==> src/rtl/fetch_unit.sv <==
// fetch_unit: single-outstanding instruction fetch sequencer.
// Steps through memory request, predictor lookup and instruction-queue push.
// Also handles JALR stalls, where the target is resolved late, and ROB
// flush redirects.
module fetch_unit #(
  parameter logic [31:0] RESET_PC = 32'h0000_0000
) (
  input  logic        clk,
  input  logic        rst,
  input  logic        rdy,
  // instruction memory
  output logic        mem_req,
  output logic [31:0] mem_addr,
  input  logic        mem_done,
  input  logic [31:0] mem_instr,
  // branch predictor
  output logic        pred_ask,
  output logic [31:0] pred_pc,
  output logic [31:0] pred_instr,
  input  logic        pred_enable,
  input  logic        pred_stall,
  input  logic        pred_taken,
  input  logic [31:0] pred_next_pc,
  // instruction queue push
  output logic        iq_valid,
  input  logic        iq_ready,
  output logic [31:0] iq_instr,
  output logic [31:0] iq_pc,
  output logic        iq_pred_taken,
  output logic [31:0] iq_pred_pc,
  // ROB redirect
  input  logic        flush,
  input  logic [31:0] flush_pc
);

  typedef enum logic [2:0] {IDLE, FETCH, PRED, PUSH, JALR, DRAIN} state_t;

  state_t      state, state_nx;
  logic [31:0] pc;
  logic        jalr_wait;
  logic        pending_vld;
  logic [31:0] pred_pending_pc;

  logic resolve;
  logic hs;

  // A JALR resolution is an enabled predictor cycle that is no longer stalling.
  assign resolve  = pred_enable & ~pred_stall;
  assign hs       = iq_valid & iq_ready;
  assign mem_req  = (state == FETCH);
  assign mem_addr = (state == FETCH) ? pc : 32'h0;

  // State register; rdy=0 freezes the machine.
  always_ff @(posedge clk or negedge rst) begin
    if (!rst)     state <= IDLE;
    else if (rdy) state <= state_nx;
  end

  // Next-state selection; flush overrides everything.
  always_comb begin
    state_nx = state;
    if (flush) begin
      // A request still in flight must be drained before refetching.
      if ((state == FETCH && !mem_done) || state == DRAIN) state_nx = DRAIN;
      else                                                 state_nx = FETCH;
    end else begin
      case (state)
        IDLE:  state_nx = FETCH;
        FETCH: if (mem_done) state_nx = PRED;
        PRED:  if (pred_enable) state_nx = PUSH;
        PUSH:  if (hs) state_nx = (!jalr_wait || pending_vld || resolve) ? FETCH : JALR;
        JALR:  if (resolve) state_nx = FETCH;
        DRAIN: if (mem_done) state_nx = FETCH;
        default: state_nx = IDLE;
      endcase
    end
  end

  // PC, predictor request, queue payload and JALR bookkeeping.
  always_ff @(posedge clk or negedge rst) begin
    if (!rst) begin
      pc              <= RESET_PC;
      pred_ask        <= 1'b0;
      pred_pc         <= 32'h0;
      pred_instr      <= 32'h0;
      iq_valid        <= 1'b0;
      iq_instr        <= 32'h0;
      iq_pc           <= 32'h0;
      iq_pred_taken   <= 1'b0;
      iq_pred_pc      <= 32'h0;
      jalr_wait       <= 1'b0;
      pending_vld     <= 1'b0;
      pred_pending_pc <= 32'h0;
    end else if (rdy) begin
      if (flush) begin
        pc              <= flush_pc;
        pred_ask        <= 1'b0;
        iq_valid        <= 1'b0;
        jalr_wait       <= 1'b0;
        pending_vld     <= 1'b0;
        pred_pending_pc <= 32'h0;
      end else begin
        pred_ask <= 1'b0;
        case (state)
          FETCH: if (mem_done) begin
            // pred_instr doubles as the latched instruction word.
            pred_ask   <= 1'b1;
            pred_pc    <= pc;
            pred_instr <= mem_instr;
          end
          PRED: if (pred_enable) begin
            iq_valid      <= 1'b1;
            iq_instr      <= pred_instr;
            iq_pc         <= pc;
            iq_pred_taken <= pred_taken;
            iq_pred_pc    <= pred_next_pc;
            jalr_wait     <= pred_stall;
          end
          PUSH: begin
            if (hs) begin
              iq_valid    <= 1'b0;
              jalr_wait   <= 1'b0;
              pending_vld <= 1'b0;
              if (!jalr_wait)       pc <= iq_pred_pc;
              else if (pending_vld) pc <= pred_pending_pc;
              else if (resolve)     pc <= pred_next_pc;
            end else if (jalr_wait && resolve && !pending_vld) begin
              // Early resolution while the queue is still back-pressuring.
              pending_vld     <= 1'b1;
              pred_pending_pc <= pred_next_pc;
            end
          end
          JALR: if (resolve) pc <= pred_next_pc;
          default: ;
        endcase
      end
    end
  end

endmodule

==> config.mk <==
export PLATFORM = sky130hd
export DESIGN_NAME = fetch_unit
export DESIGN_NICKNAME = d
export VERILOG_FILES = /design/src/rtl/fetch_unit.sv
export SDC_FILE = /design/constraint.sdc
export NUM_CORES = 1
export LEC_CHECK = 0
export CAP_MARGIN = 20
export CORE_MARGIN = 2
export CORE_UTILIZATION = 45
export CTS_BUF_LIST = sky130_fd_sc_hd__clkbuf_4
export DETAILED_ROUTE_END_ITERATION = 8
export GPL_TIMING_DRIVEN = 0
export PLACE_DENSITY = 0.72
export SLEW_MARGIN = 40
export SYNTH_ARGS = -nofsm -noshare
export SYNTH_HDL_FRONTEND = slang
export SYNTH_SLANG_ARGS = --single-unit
==> constraint.sdc <==
create_clock -name clk -period 2.08 [get_ports clk]
set_input_delay 0.416 -clock clk [delete_from_list [all_inputs] [get_ports clk]]
set_output_delay 0.416 -clock clk [all_outputs]
set_load 0.005 [all_outputs]
# Yosys cells after proc, flatten, opt, wreduce, memory -nomap -nowiden
# Index checks and enable logic that the tools add are counted.
# classes
muxes,34
n_bitwise,4
n_shift,0
n_eq_ne,11
n_reduce_logical,22
order_cmp,0
addsub,0
n_div,0
n_mul,0
# op_table
cell,count
2-to-1 mux 32 bit,10
one-hot mux 32 bit (2 select lines),1
2-to-1 mux 3 bit,8
one-hot mux 3 bit (6 select lines),1
AND reduction 4 bit,4
2-to-1 mux 1 bit,12
"!= test 3 bit, second input constant",4
nonzero test 3 bit,3
"equality test 3 x 2 -> 1 bit, second input constant",2
"equality test 3 bit, second input constant",2
AND reduction 3 bit,2
AND reduction 6 bit,1
one-hot mux 1 bit (2 select lines),2
nonzero test 2 bit,2
"equality test 3 x 1 -> 1 bit, second input constant",1
logical AND 1 bit,3
logical NOT 1 bit,3
logical NOT 3 bit,1
logical OR 1 bit,3
"!= test 3 x 1 -> 1 bit, second input constant",1
AND 1 bit,2
"!= test 2 bit, second input constant",1
NOT 1 bit,2
# word_totals
out_inout_bits,196
romBits,0
latchBits,0
input_bits,105
register_bits,232
memories,0
word_cells,84
ram_bits,0

# Logic depth before layout (Yosys ltp)
# Gate-level depths: netlist of the first run.
# depth
ltp_word,8
depth_mapped,8
depth_no_buf,5

# Worst setup path before layout of the first run
# OpenSTA, ideal clock, no wires.
# synth_path
kind,flip-flop to flip-flop
startpoint,register state[1]
endpoint,register pred_instr[26]
path_buffers,3
period_less_slack_ns,1.770
required_time_ns,1.955
setup_ns,0.125
arrival_time_ns,1.645
path_slack_ns,0.310
stages_incl_launch_ff,8
cell_sequence,dfrtp_1 > buf_2 > nand2b_1 > nor2_2 > and3_1 > buf_4 > buf_6 > mux2_2
# synth_via
elab_chain_len,2
# synth_lines
item,line_no,rtl
from (decl),38,"state_t state, state_nx;"
from (signal assigned),56,else if (rdy) state <= state_nx;
equality test 3 x 1 -> 1 bit,104,case (state)
AND reduction 4 bit (no line),n/a,
to (signal assigned),109,pred_instr <= mem_instr;
to (decl),19,"output logic [31:0] pred_instr,"
# No other way between the ends.
# A chain may end at the register's enable or synchronous reset.

# Worst setup path after layout of the first run
# layout_path
startpoint,register state[1]
endpoint,output port mem_addr[8]
# layout_via
elab_chain_len,2
# layout_lines
item,line_no,rtl
equality test 3 x 1 -> 1 bit,51,assign mem_addr = (state == FETCH) ? pc : 32'h0;
2-to-1 mux 32 bit,51,
to (decl),13,"output logic [31:0] mem_addr,"
# No other way between the ends.

==> metrics, run 1 <==
WL met3 approximately 2.6 mm; ANT nets after route 0; post-synthesis area per instance 13.0 µm²; CP Capture Type output port; Filler cells roughly 1.8k; DP HPWL 22.3 mm; Worst Skew 0.0387 ns; Max-Cap Viols 0; HP Class in2async; WP data arrival 2.06 ns; R2R setup slack -0.05 ns; global placement routability congestion 0.796; Slew HR around 49%; global-route wire length before repair 50.1 mm; worst IR drop on VDD 710 µV; worst-path maximum fanout 5; remaining global-route overflow 0; synth warn 0; ys async rst share 100%; H-tree levels 2; Leak 0.00708 µW; Synth area leader dfrtp_1; sequential area share after synthesis roughly 55%; final core utilization 67.7%; fin nets 1,302; Post-Syn Instances 806; worst setup path end mem_addr[8]; clk slew on worst S/H paths around 0.07 ns; vias approximately 8.5k; largest net degree at the start of global routing 75; EDFF count, synth 0; # clock sinks 232; Pwr Density 1290 mW/mm²; synth top area cells dfrtp_1 55%, mux2_2 17%, a221oi_2 4.3%; Final Cycle Share 119%; failing checks negative setup slack; CP Launch Point state[1]; CP Class reg2out; Worst-Skew Late Latency about 0.7 ns; fmax a little over 400 MHz; GRT Util Overall 26.4%; minimum clock period after layout 2.48 ns; initial drt markers about 470; number of port buffers 299; top-area cell type share of the netlist area 55.4%; #FFs+latches synth between 200 and 250; initial antenna violation count 1; Mapped Area around 0.010 mm²; endpoint of the worst register-to-register path pred_pc[8]; WL/cell between 20 and 25 µm; synth cell count leaders 232 x dfrtp_1, 161 x mux2_2, 64 x a21oi_1; Metal-1 WL 14.2 mm; status finished, violations left; Die X 157 µm; root buffer cell clkbuf_4; syn_nets 911; Setup crit start kind flip-flop; number of global-route vias before repair 8,815; total wire length 33.2 mm; CTS Buf Count 60; area growth from synthesis to layout 46.8%; CORE AREA 0.0227 mm²; DRC violation count after routing 0; initial core utilization 46.1%; vias per cell 5.60; Max Root-Sink Buffers 3; hold_ws 0.182 ns; post-route cell area roughly 0.015 mm²; reg2reg start state[1]; RSZ-0062 raised after global routing yes; DP Area 0.0139 mm²; top sig layer met4; Initial DRT Pass Iterations 4; Worst R2R Path Depth 10; final hold viol count 0; ys flop type dfrtp_1; Tightest Pin Transition 0.769 ns; TritonCTS clock tree built; die area 0.0245 mm²; met2 routed WL approximately 16 mm; io pins 301; Setup violations, final 61; most frequent cell after synthesis dfrtp_1; PnR worst setup slack -0.400 ns; layout cells sized above 1 35.9%; Die Ht 157 µm; Critical Path RT 1.66 ns; Slew Limit Fails 0; post-synth cell types 44; Core Rows 55
## metal layers
metal | up-vias | track usage, %
met4 | 0 | 8.78
met1 | 4292 | 34.0
met5 | - | 0
met2 | 331 | 42.0
met3 | 56 | 8.86
li1 | 3820 | -
## critical path: stages, from the launching register on
cell	delay, ns
dfrtp_2	0.41
nand2b_4	0.15
nor2_4	0.10
buf_12	0.13
buf_12	0.10
buf_8	0.11
clkbuf_16	0.14
and2_4	0.14
buf_6	0.08
## where the power goes
| group | switching (µW) | internal, µW | total (µW) |
|---|---|---|---|
| registers | 1140 | 6070 | 7210 |
| clock network | 1840 | 1920 | 3760 |
| logic | 3030 | 5870 | 8900 |
## cells by family (layout without fill, tap and decap cells)
kind of cell	count (synthesis)	in the layout	share of synthesized area, %
compound gates	211	211	15.7
buf+inv	74	501	3.62
flops	232	232	55.4
mux	193	193	20.4
other cells	0	1	0
simple gates	96	96	4.84
## worst min-delay path by stage
stage	start	end	slack, ns
2_1_floorplan	rst	iq_instr[0]	0.12
3_3_place_gp	pred_ask	pred_ask	0.46
3_5_place_dp	rst	pred_pc[27]	0.29
4_1_cts	rst	pc[27]	0.14
5_1_grt	rst	iq_pc[24]	0.15
6_report	rst	iq_pc[24]	0.18
## layout make-up
type	count	area (µm²)	share of cell area, %
flip-flops and latches	232	5810	37.8
multi-input cells	500	4530	29.4
repair buffers	331	3480	22.7
clock buffers	89	668	4.35
plain buffers	66	473	3.08
well taps	285	357	2.32
clock inverters	9	35.0	0.228
inverters	6	22.5	0.146
diodes	1	2.50	0.0163
## what timing repair did
action	CTS	global route
hold buffers	2	0
gates cloned	3	3
gates resized for setup	201	121
pin swaps	5	2
buffers inserted	13	9
endpoints found under the hold margin	233	0
setup endpoints to repair	179	116
## per-stage QoR
stage	power (µW)	std cells	TNS [ns]	setup WS, ns
CTS	19400	1508	-13.31	-0.483
global route	21000	1519	-16.59	-0.499
finish	19900	1519	-10.59	-0.400
global placement	14600	1390	-2292.53	-9.53
detailed placement	14700	1393	-85.18	-0.703
floorplan	9980	806	0	0.310
## layout by cell type (no fill, tap or decap), types with 4 or more instances in the layout
cell / instances
a21o_1: 4
a21oi_1: 64
a221oi_2: 30
a22oi_1: 31
and2_1: 4
and2_4: 28
buf_12: 8
buf_2: 29
buf_4: 17
buf_6: 36
clkbuf_1: 9
clkbuf_16: 6
clkbuf_2: 11
clkbuf_4: 94
clkdlybuf4s50_1: 229
clkinv_1: 6
dfrtp_1: 230
dlygate4sd2_1: 16
dlymetal6s2s_1: 20
inv_1: 5
mux2_2: 125
mux2_4: 36
mux2i_1: 32
nand2_1: 10
nor2_1: 33
o21ai_0: 5
o22ai_1: 32
o2bb2ai_1: 32
## registers in the layout (all words and copies together), names as in the netlist
register	flops
pred_instr	32
pc	32
pred_pending_pc	32
pred_ask	1
jalr_wait	1
iq_valid	1
iq_pred_taken	1
state	3
iq_pred_pc	32
pred_pc	32
pending_vld	1
iq_instr	32
iq_pc	32
Power figures use the tool's default switching activity.
==> inputs of run 2 (changes only) <==
- CORE_MARGIN: 2 -> not set
- GPL_TIMING_DRIVEN: 0 -> 1
==> metrics, run 2 (synthesis gave the netlist of run 1 again) <==
Clock power frac 19.6%; clk slew on worst S/H paths approximately 0.060 ns; Filler cells 1,709; Initial DRT Pass Iterations 5; HP Class in2reg; global-route wire length before repair 46.4 mm; CP Class reg2out; Crit path top cell by count buf_6; Critical Path RT 1.66 ns; vias 8,271; total power 19,700 µW; Slew HR between 60 and 70%; Pwr Density 1290 mW/mm²; Leak 0.00701 µW; failing checks negative setup slack; Final Cycle Share 120%; most common cell after layout, fill and taps aside dfrtp_1; fmax 402 MHz; initial drt markers 432; internal power 13,700 µW; TritonCTS clock tree built; Crit path max-delay family simple AND/OR/NAND/NOR gates; initial core utilization 46.1%; number of port buffers 300; DP Area 0.0141 mm²; WP data arrival between 2 and 2.5 ns; area growth from synthesis to layout 45.5%; final hold viol count 0; CTS Buf Count 61; minimum clock period after layout 2.49 ns; fin nets 1,270; Slew Limit Fails 0; Tightest Pin Transition 0.477 ns; # clock sinks 232; remaining global-route overflow 0; vias per cell 5.52; post-route cell area 0.0152 mm²; root buffer cell clkbuf_4; initial antenna violation count 1; Max Root-Sink Buffers 3; Setup crit start kind flip-flop; most frequent cells in the layout 232 x dfrtp_1, 231 x clkdlybuf4s50_1, 158 x mux2_2, 94 x clkbuf_4, 64 x a21oi_1; layout cells sized above 1 35.0%; Comb pwr share 44.0%; RSZ-0062 raised after global routing yes; io pins 301; die area 0.0239 mm²; CORE AREA 0.0227 mm²; Critical path buffers and inverters 4; ANT nets after route 0; status finished, violations left; setup TNS -11.93 ns; CP Capture Type output port; Core Rows 55; number of global-route vias before repair 8,623; DP HPWL 19.7 mm; switching fraction of total power 30.4%; largest net degree at the start of global routing 70; footprint of the multi-input gates 0.00440 mm²; Die X 155 µm; global placement routability congestion 0.840; worst IR drop on VDD 822 µV; PnR worst setup slack -0.406 ns; Psw 5990 µW; Setup violations, final 57; max incr delay on CP 0.39 ns; CP max-delay cell dfrtp_1; FF+latch area 0.00581 mm²; total wire length 30.6 mm; worst path cell trace nand2b_4 > nor2_4 > clkbuf_16 > buf_6 > buf_6 > and2_4 > buf_6; H-tree levels 2; worst-path maximum fanout 3; sequential share of power 36.4%; Worst-Skew Late Latency roughly 0.7 ns; final core utilization 67.1%; WL/cell between 20 and 25 µm; DRC violation count after routing 0; Worst Skew 0.0455 ns; Die Ht 155 µm; GRT Util Overall ~25%; Max-Cap Viols 0
## run 2: changes by cell type in the layout (fill, tap and decap cells not counted), moves of 8 or more
cell           before  now
mux2_2            125  158
clkbuf_1            9    0
buf_12              8   22
dlygate4sd2_1      16    8
buf_4              17   31
buf_2              29    2
mux2_4             36    3
## run 2: metal layers
metal	part of all wire (%)	vias to the layer above	wire [µm]	track usage, %
met3	8.4	48	2570	8.41
met2	47	354	14400	39.7
met1	42	4092	12900	31.1
met5	0	-	0	0
met4	2.2	0	677	7.73
li1	-	3777	-	-
## run 2: what timing repair did
action | in CTS | in global routing
hold buffers | 1 | 0
pin swaps | 3 | 2
cloned | 0 | 4
setup buffers | 1 | 16
resized for setup | 44 | 156
endpoints found under the hold margin | 55 | 0
setup endpoints to repair | 41 | 65
## run 2: final timing paths
path | startpoint | end | slack [ns] | cells past startpoint
worst max-delay path | state[1] | mem_addr[29] | -0.41 | 7
max in group asynchronous | rst | pred_pending_pc[18] | 1.03 | 3
worst min register to register | pred_ask | pred_ask | 0.48 | 1
worst min-delay path | flush | jalr_wait | 0.21 | 4
min in group asynchronous | rst | iq_pc[27] | 0.25 | 2
worst max register to register | state[1] | pred_pc[9] | -0.04 | 7
## run 2: layout make-up
cell class              instances  share of cell area (%)
clock inverters                16                   0.427
multi-input cells             500                    28.9
diodes                          1                  0.0164
well taps                     285                    2.34
clock buffers                  94                    4.63
repair buffers                364                    25.5
flip-flops and latches        232                    38.1
inverters                       6                   0.148
## run 2: power groups by stage
stage | Combinational, µW | Clock, µW | Sequential, µW
6_report | 8670 | 3870 | 7170
5_1_grt | 9220 | 4240 | 7380
4_1_cts | 7430 | 4020 | 7180
3_5_place_dp | 7500 | 0 | 7240
3_3_place_gp | 7410 | 0 | 7170
2_1_floorplan | 2850 | 0 | 7120
## run 2: worst min-delay path, cell delays in order
cell and delay [ns]:
buf_4 0.15, nor2_2 0.09, nand3_4 0.12, o21ai_0 0.08
## run 2: metrics by stage
step | worst slack, ns | instances | hold WS (ns)
global route | -0.481 | 1498 | 0.179
floorplan | 0.310 | 806 | 0.120
CTS | -0.569 | 1477 | 0.169
finish | -0.406 | 1498 | 0.211
detailed placement | -0.0834 | 1365 | 0.365
global placement | -0.0636 | 1365 | 0.364
==> inputs of run 3 (changes only) <==
- GPL_TIMING_DRIVEN: 1 -> 0
- SLEW_MARGIN: 40 -> 20
==> metrics, run 3 (synthesis gave the netlist of run 1 again) <==
status finished, violations left; failing checks negative setup slack; final hold viol count 0; Clock power frac 20.8%; Initial DRT Pass Iterations 5; clk slew on worst S/H paths about 0.070 ns; RSZ-0062 raised after global routing yes; number of port buffers 299; root buffer cell clkbuf_4; sequential share of power 37.0%; CP Class reg2out; Psw 5810 µW; post-route cell area 0.0151 mm²; Die X 155 µm; H-tree levels 2; Pwr Density 1290 mW/mm²; fmax 421 MHz; GRT Util Overall 26.7%; Max Root-Sink Buffers 3; global-route wire length before repair 49.7 mm; Tightest Pin Transition 0.784 ns; Crit path max-delay family buffers and inverters; CP max-delay cell dfrtp_2; WL/cell a little over 20 µm; Die Ht 155 µm; internal power 13,600 µW; Leak 0.00683 µW; max incr delay on CP 0.42 ns; setup TNS -8.03 ns; TritonCTS clock tree built; largest net degree at the start of global routing 74; DRC violation count after routing 0; vias 8,407; CTS Buf Count 61; most common cell after layout, fill and taps aside clkdlybuf4s50_1; layout cells sized above 1 34.6%; Critical Path RT 1.66 ns; Setup violations, final 33; worst path cell trace nand2b_4 > nor2_4 > buf_12 > buf_8 > clkbuf_16 > and2_4 > buf_6; vias per cell about 5.5; remaining global-route overflow 0; Max-Cap Viols 0; initial core utilization 46.1%; ANT nets after route 0; Setup crit start kind flip-flop; Slew Limit Fails 0; CORE AREA 0.0227 mm²; total power 19,400 µW; Slew HR 47.7%; Critical path buffers and inverters 4; DP Area 0.0139 mm²; worst-path maximum fanout 5; R2R setup slack 0.10 ns; endpoint of the worst register-to-register path pred_pc[15]; switching fraction of total power between 20% and 30%; Final Cycle Share 114%; global placement routability congestion 0.818; most frequent cells in the layout 241 x clkdlybuf4s50_1, 231 x dfrtp_1, 161 x mux2_2, 91 x clkbuf_4, 64 x a21oi_1; total wire length 31.4 mm; DP HPWL 21.6 mm; Core Rows 55; io pins 301; fin nets approximately 1.3k; initial drt markers approximately 440; footprint of the multi-input gates 0.00436 mm²; FF+latch area 0.00581 mm²; # clock sinks roughly 230; die area roughly 0.024 mm²; CP Capture Type output port; Filler cells 1,834; PnR worst setup slack -0.297 ns; minimum clock period after layout 2.38 ns; HP Class in2async; area growth from synthesis to layout 43.8%; reg2reg start state[1]; Worst-Skew Late Latency 0.71 ns; hold_ws 0.185 ns; DP Cell Count 1,393; Non-Filler Instances around 1.5k; number of global-route vias before repair 8,913; Comb pwr share 42.2%; Worst R2R Path Depth 8; WP data arrival 1.96 ns; Worst Skew 0.0458 ns; worst IR drop on VDD 745 µV; initial antenna violation count 2
-- run 3: layer usage --
| metal | track usage (%) | vias up | routed length (µm) |
|---|---|---|---|
| li1 | - | 3812 | - |
| met1 | 33.9 | 4179 | 12900 |
| met2 | 43.6 | 358 | 15100 |
| met3 | 8.29 | 56 | 2730 |
| met4 | 8.44 | 2 | 619 |
| met5 | 0 | - | 13 |
-- run 3: area by class of cell --
class | count | area share, %
antenna | 1 | 0.0166
buffer | 65 | 2.75
clock inverter | 19 | 0.848
inverter | 6 | 0.150
clock buffer | 88 | 4.39
timing repair buffer | 327 | 21.9
sequential | 232 | 38.6
tap | 285 | 2.37
multi-input combinational | 500 | 29.0
-- run 3: worst reg2reg max path: cells and delay by family, from the launching register on --
kind / cells / cell delay [ns]
buffers and inverters: 4 / 0.62
DFF: 1 / 0.42
muxes: 1 / 0.36
and+or+nand+nor: 3 / 0.48
-- run 3: timing repair --
action,CTS,global route
hold buffers,2,0
endpoints found under the hold margin,102,0
resized for setup,182,58
pin swaps,7,3
gates cloned,2,0
endpoints found under the setup margin,152,163
setup buffers,9,13
-- run 3: worst max path at each step --
stage	slack [ns]	start	end	cells after the start
global route	-0.39	state[1]	mem_addr[29]	7
detailed placement	-0.70	state[1]	mem_addr[29]	6
global placement	-9.59	rst	pred_instr[8]	1
floorplan	0.31	state[1]	pred_instr[26]	7
finish	-0.30	state[1]	mem_addr[7]	7
CTS	-0.37	state[1]	mem_addr[4]	7
-- run 3: power groups by stage --
stage	sequential (µW)	combinational, µW	clock [µW]
2_1_floorplan	7120	2850	0
3_3_place_gp	7180	7340	0
3_5_place_dp	7250	7440	0
4_1_cts	7190	7890	4140
5_1_grt	7400	8730	4380
6_report	7170	8180	4040
-- run 3: through the flow --
stage               worst slack [ns]  utilization (%)
global placement               -9.59             60.9
CTS                           -0.367             65.4
floorplan                      0.310                -
finish                        -0.297             66.3
detailed placement            -0.698             61.3
global route                  -0.389             66.3
